**config.mk**
```make
export PLATFORM = sky130hd
export DESIGN_NAME = conv_14_15_acc_requant
export DESIGN_NICKNAME = d
export VERILOG_FILES = /design/src/rtl/conv_14_15_acc_requant.sv
export SDC_FILE = /design/constraint.sdc
export NUM_CORES = 1
export LEC_CHECK = 0
export ABC_AREA = 1
export BUFFER_PORTS_ARGS = -buffer_cell sky130_fd_sc_hd__clkbuf_2
export CORE_UTILIZATION = 34
export DETAILED_ROUTE_END_ITERATION = 10
export GPL_TIMING_DRIVEN = 1
export SLEW_MARGIN = 30
export SYNTH_ARGS = -nofsm -noshare
export SYNTH_HDL_FRONTEND = slang
export SYNTH_SLANG_ARGS = --single-unit
```
**constraint.sdc**
```tcl
create_clock -name ap_clk -period 4.26 [get_ports ap_clk]
set_input_delay 0.852 -clock ap_clk [delete_from_list [all_inputs] [get_ports ap_clk]]
set_output_delay 0.852 -clock ap_clk [all_outputs]
set_load 0.03 [all_outputs]
```
**src/rtl/conv_14_15_acc_requant.sv**
```systemverilog
// Accumulates KLEN signed products per output, then requantizes with a shift and saturation.
// Optional CONV_ACC_ROUND_EN: round half up before the shift instead of flooring.
module conv_14_15_acc_requant #(
  parameter int IN_W  = 24,
  parameter int ACC_W = 32,
  parameter int OUT_W = 16,
  parameter int KLEN  = 9,
  parameter int SHIFT = 8
) (
  input  logic             ap_clk,
  input  logic             ap_rst,
  input  logic             in_valid,
  output logic             in_ready,
  input  logic [IN_W-1:0]  in_data,
  output logic             out_valid,
  input  logic             out_ready,
  output logic [OUT_W-1:0] out_data,
  output logic             out_sat
);

  localparam int CNT_W = (KLEN > 1) ? $clog2(KLEN) : 1;
  localparam logic [CNT_W-1:0] LAST = CNT_W'(KLEN - 1);
  localparam logic signed [ACC_W:0] MAXV = {{(ACC_W-OUT_W+2){1'b0}}, {(OUT_W-1){1'b1}}};
  localparam logic signed [ACC_W:0] MINV = {{(ACC_W-OUT_W+2){1'b1}}, {(OUT_W-1){1'b0}}};

  logic [ACC_W-1:0]        acc;
  logic [CNT_W-1:0]        cnt;
  logic [ACC_W-1:0]        ext;
  logic [ACC_W-1:0]        sum;
  logic signed [ACC_W:0]   wide;
  logic signed [ACC_W:0]   q;
  logic [OUT_W-1:0]        q_dat;
  logic                    q_sat;
  logic                    accept;
  logic                    last;

  assign in_ready = !ap_rst && (!out_valid || out_ready);
  assign accept   = in_valid && in_ready;
  assign last     = (cnt == LAST);

  assign ext  = ACC_W'($signed(in_data));
  // The first beat of a kernel ignores acc so no explicit clear cycle is needed.
  assign sum  = ((cnt == '0) ? '0 : acc) + ext;
  assign wide = $signed({sum[ACC_W-1], sum});

`ifdef CONV_ACC_ROUND_EN
  localparam logic [ACC_W:0] HALF =
    (SHIFT == 0) ? '0 : ((ACC_W+1)'(1) << ((SHIFT == 0) ? 0 : SHIFT - 1));
  assign q = (wide + $signed(HALF)) >>> SHIFT;
`else
  assign q = wide >>> SHIFT;
`endif

  always_comb begin
    q_sat = 1'b0;
    q_dat = q[OUT_W-1:0];
    if (q > MAXV) begin
      q_sat = 1'b1;
      q_dat = {1'b0, {(OUT_W-1){1'b1}}};
    end else if (q < MINV) begin
      q_sat = 1'b1;
      q_dat = {1'b1, {(OUT_W-1){1'b0}}};
    end
  end

  always_ff @(posedge ap_clk or posedge ap_rst) begin
    if (ap_rst) begin
      acc       <= '0;
      cnt       <= '0;
      out_valid <= 1'b0;
      out_data  <= '0;
      out_sat   <= 1'b0;
    end else begin
      if (out_valid && out_ready) begin
        out_valid <= 1'b0;
      end
      // A final beat overrides the clear above so results can go back to back.
      if (accept) begin
        if (last) begin
          out_data  <= q_dat;
          out_sat   <= q_sat;
          out_valid <= 1'b1;
          acc       <= '0;
          cnt       <= '0;
        end else begin
          acc <= sum;
          cnt <= cnt + CNT_W'(1);
        end
      end
    end
  end

endmodule
```
==> impl_metrics.toml, run 1 <==
[worst_setup_path]
path_max_fanout = 32
cp_num_buf_inv = 5
slowest_delay_ps = 480
worstSetupPathType = "reg -> reg"
cpMaxStageDelayCell = "a21oi_4"
startpoint_type = "flip-flop"
worst_setup_path_end_kind = "flip-flop"
crit_required_ps = 4410
arrival_ps = 3900
cp_cell_sequence = "inv_1, ha_1, inv_1, nor3_2, buf_4, nor2_1, ha_1, inv_1, fa_1, inv_1, nand2_1, nand3_2, nand2_1, nand2_1, nand2_1, nand2_1, nand2_1, nand2_2, nand2_1, nor2_2, nand2_2, a21oi_4, a21oi_1"
cp_top_family = "simple AND/OR/NAND/NOR gates"
cp_common_cell = "nand2_1"

[sta]
maxSlewViolCount = 0
tightest_slew_ps = 787.1
rsz0062_at_grt = "no"
holdWs_ps = 486.2
final-hold-violation-count = 0
setup_ws_ps = 509.5
fin_crit_sh_pct = 88.04
setup_tns_ps = 0
period_needed_ps = 3751
slew_headroom_pct = 47.40
timing.fmax_mhz = 266.6
finalClockSkew_ps = 12.11
setup_viol_count_final = 0

[power_and_ir_drop]
p_leak_uw = 0.003009
clkPwrFrac_pct = 9.0
pwr-share-seq_pct = 18.5
intPower_uw = 2071
combPwrFrac_pct = 72.5
switchingPower_uw = 2522
powerDensity_nw_per_um2 = 843.9
ir_drop_mv = 0.2989
power.share.switching_pct = 54.91

[die]
rows = 43
start_util_pct = 35.00
die_y_microns = 122
die_area_sq_um = 14880
core_area_sq_um = 13990
die_width_microns = 122
num_io_pins = 47

[clock_tree]
cts_tree = "yes"
clk_pin_slew_ps = 70
numCtsBuffers = 5
clk_path_buf_depth = 2
clkSinkCount = 54
hold_buffers = 0
cts_setup_buffers = 0
cts.repair.resized = 0
clock_tree.root_cell = "clkbuf_16"
clock_latency_ps = 300
h-tree-depth = 2

[yosys]
yosys_warnings = 0
synth_edf_count = 0
netlist_instances = 751
syn-cell-area_sq_um = 4896
synth_seq_cells = 54
synthDistinctLibCells = 39
ys_seq_area_share_pct = 27.60
synth-async-reset-ratio_pct = 100.0
ys.flop_type = "dfrtp_1"
syn-num-nets = 813
syn_avg_cell_area_sq_um = 6.519

[layout]
utilization_pct = 38.91
drive_above_1_share_pct = 16.60
mostFrequentLayoutCells = "210 x nand2_1, 140 x inv_1, 85 x nor2_1, 54 x dfrtp_1, 46 x clkbuf_2"
fill_cells = 1526
antenna_cells = 0
multiInputGateArea_sq_um = 2929
nNetsFinal = 857
syn_to_final_growth_pct = 11.17
final_common_cell = "nand2_1"
seqCellArea_sq_um = 1351

[route]
route.vias.total = 4543
drc = 0
wl_microns = 12620
ant_nets = 0
drt-initial-drc-count = 345
wl_per_cell_microns = 12.94
dr.pass1.iters = 4
vias_per_cell = 4.659

[run]
cap_violations = 0

[status]
status = "complete, no violations"

[place]
dp_hpwl_microns = 10230
dpl_worst_slack_ps = 560.3
port_buffers = 46
place_congestion = 0.8970

[global_route]
grt_pass1_wl_microns = 21060
grt_max_degree = 52
track_usage_pct = 18.10
gr-total-overflow = 0
antenna_found_initial = 0
first_global_vias = 4301

[min_path]
hp-class = "reg -> reg"
## final timing paths
path | start | endpoint | slack [ps] | cells past startpoint
max | cnt[1]$_DFFE_PP0P_ | out_data[6]$_DFFE_PP0P_ | 510 | 23
min | out_data[15]$_DFFE_PP0P_ | out_data[15]$_DFFE_PP0P_ | 490 | 2
max reg2reg | cnt[1]$_DFFE_PP0P_ | out_data[6]$_DFFE_PP0P_ | 510 | 23
min reg2reg | out_data[15]$_DFFE_PP0P_ | out_data[15]$_DFFE_PP0P_ | 490 | 2
max in group asynchronous | ap_rst | acc[21]$_DFFE_PP0P_ | 2810 | 3
min in group asynchronous | ap_rst | out_valid$_DFF_PP0_ | 690 | 2
## power groups by stage
stage	sequential (uW)	clock (uW)	combinational, uW
global placement	850	0	3310
floorplan	1000	0	2450
CTS	851	422	3330
detailed placement	860	0	3320
finish	849	415	3330
global route	882	435	3750
## metal layers
layer	up-vias	GRT usage [%]	routed length, microns	part of all wire, %
met3	7	1.919	548	4.3
li1	2400	-	-	-
met2	90	29.45	5657	45
met4	0	3.781	125	0.99
met5	-	0	0	0
met1	2046	25.66	6290	50
## worst reg2reg max path, stage by stage (launching register included)
cell and delay (ps):
dfrtp_1 380, inv_1 60, ha_1 170, inv_1 80, nor3_2 40, buf_4 250
nor2_1 150, ha_1 180, inv_1 60, fa_1 440, inv_1 80, nand2_1 70
nand3_2 100, nand2_1 50, nand2_1 190, nand2_1 140, nand2_1 110, nand2_1 60
nand2_2 70, nand2_1 100, nor2_2 130, nand2_2 80, a21oi_4 480, a21oi_1 140
## state kept, by name, summed over array words and instances, names as in the netlist
name       cells
cnt            4
out_valid      1
out_data      16
out_sat        1
acc           32
## stage by stage
stage	power, uW	instance area, sq um	instances
after detailed placement	4178	5303	968
after floorplan	3453	4896	751
after global placement	4164	5303	968
after CTS	4602	5443	975
after global routing	5065	5443	975
final	4593	5443	975
## synth_stat cells (3+ instances only)
master / number / area, sq um
o21ai_0: 21 / 105.1
a21oi_1: 25 / 125.1
nand2_2: 37 / 231.5
xor2_1: 12 / 105.1
nand4_1: 3 / 18.77
o22ai_1: 11 / 68.82
nand3_1: 31 / 155.2
nor2_2: 16 / 100.1
ha_1: 33 / 412.9
nor2_1: 85 / 319.1
a21oi_2: 10 / 87.58
nor3_1: 3 / 15.01
and2_1: 5 / 31.28
dfrtp_1: 54 / 1351
nand3_2: 3 / 30.03
clkbuf_1: 9 / 33.78
xnor2_1: 8 / 70.07
o32ai_1: 5 / 43.79
nand2_1: 210 / 788.3
inv_1: 141 / 529.3
a31oi_1: 7 / 43.79
## cells by family after synthesis
| logic type | share of synthesized area (%) |
|---|---|
| buffers and inverters | 12.68 |
| adder cells (fa/ha/maj) | 8.842 |
| flip-flops | 27.60 |
| AND/OR/NAND/NOR | 35.62 |
| AO/OA/AOI/OAI | 11.12 |
| XOR/XNOR | 4.140 |
## cell type report
cell class | instances | share of cell area, %
Multi-Input combinational cell | 541 | 53.82
Timing Repair Buffer | 50 | 4.782
Sequential cell | 54 | 24.83
Clock inverter | 2 | 0.2759
Tap cell | 180 | 4.138
Clock buffer | 5 | 2.299
Inverter | 143 | 9.862
Power figures use the tool's default switching activity.
==> run 2: changes to the inputs <==
Settings changed: MAX_ROUTING_LAYER set to met4.
==> run 2 against run 1 <==
Against the previous run:
- critical path depth unchanged
- final area stayed put
- sequential share of layout area did not move
- critical path type unchanged
- highest routed layer unchanged
==> impl_metrics.toml, run 2 (synthesis results as in run 1) <==
[route]
drc = 0
route.vias.total = 4560
drt-initial-drc-count = 291
ant_nets = 0
wl_per_cell_microns = 12.94
vias_per_cell = 4.677
wl_microns = 12610
dr.pass1.iters = 5

[power_and_ir_drop]
combPwrFrac_pct = 72.4
pwr-share-seq_pct = 18.5
powerDensity_nw_per_um2 = 843.3
switchingPower_uw = 2519
clkPwrFrac_pct = 9.1
p_leak_uw = 0.003009
ir_drop_mv = 0.2984
power.share.switching_pct = 54.88
intPower_uw = 2071

[layout]
top_regs = "acc: 32 flops, out_data: 16 flops, cnt: 4 flops"
nNetsFinal = 857
syn_to_final_growth_pct = 11.17
mostFrequentLayoutCells = "210 x nand2_1, 140 x inv_1, 85 x nor2_1, 54 x dfrtp_1, 46 x clkbuf_2"
drive_above_1_share_pct = 16.60
largest_register_ff_count = 32
antenna_cells = 0
final_common_cell = "nand2_1"
largest-register = "acc"

[die]
die_area_sq_um = 14880
core_area_sq_um = 13990
rows = 43
die_width_microns = 122
start_util_pct = 35.00
die_y_microns = 122
num_io_pins = 47

[global_route]
track_usage_pct = 18.62
first_global_vias = 4302
grt_max_degree = 52
grt_pass1_wl_microns = 21050
gr-total-overflow = 0
antenna_found_initial = 0

[worst_setup_path]
reg2reg_slack_ps = 530
crit_required_ps = 4410
worstSetupPathType = "reg -> reg"
worst_setup_path_end_kind = "flip-flop"
path_max_fanout = 32
startpoint_type = "flip-flop"
arrival_ps = 3890

[clock_tree]
clock_tree.root_cell = "clkbuf_16"
clk_pin_slew_ps = 70
clock_latency_ps = 300
numCtsBuffers = 5
clk_path_buf_depth = 2
hold_buffers = 0
cts_setup_buffers = 0
h-tree-depth = 2
clkSinkCount = 54
cts.repair.resized = 0
cts_tree = "yes"

[sta]
period_needed_ps = 3734
fin_crit_sh_pct = 87.66
finalClockSkew_ps = 12.75
tightest_slew_ps = 795.7
setup_viol_count_final = 0
holdWs_ps = 485.9
maxSlewViolCount = 0
setup_tns_ps = 0
slew_headroom_pct = 46.82
final-hold-violation-count = 0
rsz0062_at_grt = "no"
timing.fmax_mhz = 267.8

[place]
place_congestion = 0.9123
dp_hpwl_microns = 10230
port_buffers = 46

[status]
status = "complete, no violations"

[min_path]
hp-class = "reg -> reg"

[run]
cap_violations = 0
## run 2: area by class of cell
class / instances / area, sq um
timing repair buffer: 50 / 260.3
fill: 1526 / 8546
tap: 180 / 225.2
clock buffer: 5 / 125.1
sequential: 54 / 1351
clock inverter: 2 / 15.01
inverter: 143 / 536.8
multi-input combinational: 541 / 2929
## run 2: per-stage QoR
| step | total power, uW | util [%] | instance area (sq um) | std cells | worst slack, ps |
|---|---|---|---|---|---|
| after global placement | 4164 | 37.91 | 5303 | 968 | 570.3 |
| after global routing | 5065 | 38.91 | 5443 | 975 | 130.5 |
| after CTS | 4602 | 38.91 | 5443 | 975 | 533.1 |
| after detailed placement | 4178 | 37.91 | 5303 | 968 | 560.3 |
| after floorplan | 3453 | - | 4896 | 751 | 1093 |
| final | 4590 | 38.91 | 5443 | 975 | 525.6 |
## run 2: path summary, 6_finish.rpt
check / start / depth (start not counted) / endpoint
setup / recovery: cnt[1]$_DFFE_PP0P_ / 23 / out_data[6]$_DFFE_PP0P_
hold reg to reg: out_data[15]$_DFFE_PP0P_ / 2 / out_data[15]$_DFFE_PP0P_
setup reg to reg: cnt[1]$_DFFE_PP0P_ / 23 / out_data[6]$_DFFE_PP0P_
min in group asynchronous: ap_rst / 2 / out_valid$_DFF_PP0_
max in group asynchronous: ap_rst / 3 / acc[21]$_DFFE_PP0P_
hold / removal: out_data[15]$_DFFE_PP0P_ / 2 / out_data[15]$_DFFE_PP0P_
## run 2: per-layer routing
metal,up-vias,part of all wire [%],GRT usage (%),routed length [microns]
li1,2400,-,-,-
met1,2064,51,25.63,6378
met2,87,45,29.45,5621
met4,0,1.0,3.781,129
met3,9,3.8,1.919,485
met5,-,0,-,0
## run 2: critical path: stages, from the launching register on
cell	delay, ps
dfrtp_1	380
inv_1	70
ha_1	170
inv_1	80
nor3_2	40
buf_4	250
nor2_1	140
ha_1	180
inv_1	60
fa_1	430
inv_1	80
nand2_1	70
nand3_2	100
nand2_1	50
nand2_1	190
nand2_1	140
nand2_1	110
nand2_1	60
nand2_2	70
nand2_1	100
nor2_2	130
nand2_2	80
a21oi_4	470
a21oi_1	130
## run 2: power groups by stage
stage                     registers (uW)  logic [uW]  clock network (uW)
final                                849        3330                 416
after global routing                 882        3750                 435
after CTS                            851        3330                 422
after detailed placement             860        3320                   0
after global placement               850        3310                   0
after floorplan                     1000        2450                   0
==> run 3: changes to the inputs <==
Settings changed: CORE_UTILIZATION 34 to 40.
==> run 3 against run 2 <==
Against the previous run:
- cell count decreased by 3.5%
- final area decreased by 0.87%
- critical path type unchanged
- worst hold slack improved by 4.8 ps
- non-clock buffer count decreased by 2
- largest cell class unchanged
- maximum frequency decreased by 1.8%
- the flow now finishes with violations (design-rule violations)
- highest routed layer unchanged
- critical endpoint is now out_data[9]$_DFFE_PP0P_
==> impl_metrics.toml, run 3 (synthesis results as in run 1) <==
[layout]
top_regs = "acc: 32 flops, out_data: 16 flops, cnt: 4 flops"
antenna_cells = 0
largest-register = "acc"
final_common_cell = "nand2_1"
syn_to_final_growth_pct = 10.20
drive_above_1_share_pct = 16.50
mostFrequentLayoutCells = "210 x nand2_1, 140 x inv_1, 85 x nor2_1, 54 x dfrtp_1, 46 x clkbuf_2"
nNetsFinal = 855
postLayoutCellArea_sq_um = 5395
largest_register_ff_count = 32
fill_cells = 1282

[worst_setup_path]
reg2reg_depth = 22
crit_required_ps = 4410
worstSetupPathType = "reg -> reg"
arrival_ps = 3960
r2r-start = "cnt[1]$_DFFE_PP0P_"
r2r_end = "out_data[9]$_DFFE_PP0P_"
path_max_fanout = 32
reg2reg_slack_ps = 460
startpoint_type = "flip-flop"
worst_setup_path_end_kind = "flip-flop"

[route]
drt-initial-drc-count = 350
dr.pass1.iters = 8
ant_nets = 0
wl_microns = 13020
wl_per_cell_microns = 13.84
drc = 2
vias_per_cell = 4.955
route.vias.total = 4663

[sta]
finalClockSkew_ps = 5.979
setup_tns_ps = 0
maxSlewViolCount = 0
final-hold-violation-count = 0
timing.fmax_mhz = 262.9
rsz0062_at_grt = "no"
setup_viol_count_final = 0
slew_headroom_pct = 49.97
period_needed_ps = 3804
tightest_slew_ps = 748.7
fin_crit_sh_pct = 89.30

[clock_tree]
clock_latency_ps = 300
clock_tree.root_cell = "clkbuf_16"
hold_buffers = 0
clk_path_buf_depth = 2
h-tree-depth = 2
cts_tree = "yes"
clk_pin_slew_ps = 70
cts_setup_buffers = 0
clkSinkCount = 54
numCtsBuffers = 5
cts.repair.resized = 0

[status]
violations = "design-rule violations"
status = "finished with violations"

[power_and_ir_drop]
p_leak_uw = 0.003007
powerDensity_nw_per_um2 = 866.6
ir_drop_mv = 0.2915

[min_path]
hp-class = "reg -> reg"
holdPathEnd = "out_data[15]$_DFFE_PP0P_"
min_path_cells = 2
hp-start = "out_data[15]$_DFFE_PP0P_"

[global_route]
antenna_found_initial = 0
first_global_vias = 4314
grt_pass1_wl_microns = 21930
grt_max_degree = 55
track_usage_pct = 22.67
gr-total-overflow = 0

[place]
postPlaceCellArea_sq_um = 5249
port_buffers = 46
place_congestion = 0.9318
dp_hpwl_microns = 10620

[die]
die_y_microns = 112.6
start_util_pct = 40.93
die_width_microns = 112.6
die_area_sq_um = 12690
core_area_sq_um = 11960
num_io_pins = 47
rows = 40

[run]
cap_violations = 0
==> run 3: cell types whose count changed in the layout (fill, tap and decap cells not counted) <==
cell	change
buf_4	-2
clkinv_2	+1
clkinv_4	+1
clkinvlp_4	-1
inv_2	-1
inv_4	+1
==> run 3: area by class of cell <==
class | count | area (sq um) | share of cell area (%)
clock inverter | 3 | 21.27 | 0.3942
timing repair buffer | 48 | 245.2 | 4.545
clock buffer | 5 | 125.1 | 2.319
multi-input combinational | 541 | 2929 | 54.29
sequential | 54 | 1351 | 25.05
inverter | 143 | 539.3 | 9.995
tap | 147 | 183.9 | 3.409
==> run 3: how the worst max path moves through the flow <==
stage | slack, ps | startpoint | to
2_1_floorplan | 1090 | cnt[0]$_DFFE_PP0P_ | out_data[0]$_DFFE_PP0P_
3_3_place_gp | 580 | cnt[0]$_DFFE_PP0P_ | out_data[6]$_DFFE_PP0P_
3_5_place_dp | 520 | cnt[0]$_DFFE_PP0P_ | out_data[6]$_DFFE_PP0P_
4_1_cts | 500 | cnt[1]$_DFFE_PP0P_ | out_data[9]$_DFFE_PP0P_
5_1_grt | 120 | cnt[1]$_DFFE_PP0P_ | out_data[9]$_DFFE_PP0P_
6_report | 460 | cnt[1]$_DFFE_PP0P_ | out_data[9]$_DFFE_PP0P_
==> run 3: stage by stage <==
step	hold WS (ps)	cells	setup WS (ps)	utilization [%]	power, uW
2_1_floorplan	487.2	751	1093	-	3453
3_3_place_gp	474.5	933	582.7	43.86	4205
3_5_place_dp	478.4	933	519.9	43.88	4246
4_1_cts	495.7	941	497.9	45.10	4663
5_1_grt	540.6	941	115.9	45.10	5161
6_report	490.8	941	455.9	45.10	4676
==> run 3: where the power goes <==
| group | switching (uW) | internal, uW |
|---|---|---|
| clock | 189 | 218 |
| sequential | 97.0 | 755 |
| combinational | 2310 | 1110 |
==> run 3: critical path, cell delays in order (launching register included) <==
cell and delay, ps:
dfrtp_1 370, inv_1 70, ha_1 180, inv_1 80
nor3_2 40, buf_4 250, nor2_1 140, ha_1 180
inv_1 60, fa_1 470, nor2_1 210, or2_1 160
nand3_1 90, nand2_2 130, nand2_1 100, nand2_1 100
nand2_1 50, nand2_1 100, nand2_1 90, nor2_2 90
nand2_2 70, a21oi_4 470, a21oi_1 130
==> run 3: layer usage <==
layer	GRT usage, %	vias up	share of wire, %
li1	-	2397	-
met1	33.68	2107	51
met2	33.17	146	42
met3	1.998	13	5.0
met4	5.067	0	1.2
met5	-	-	0
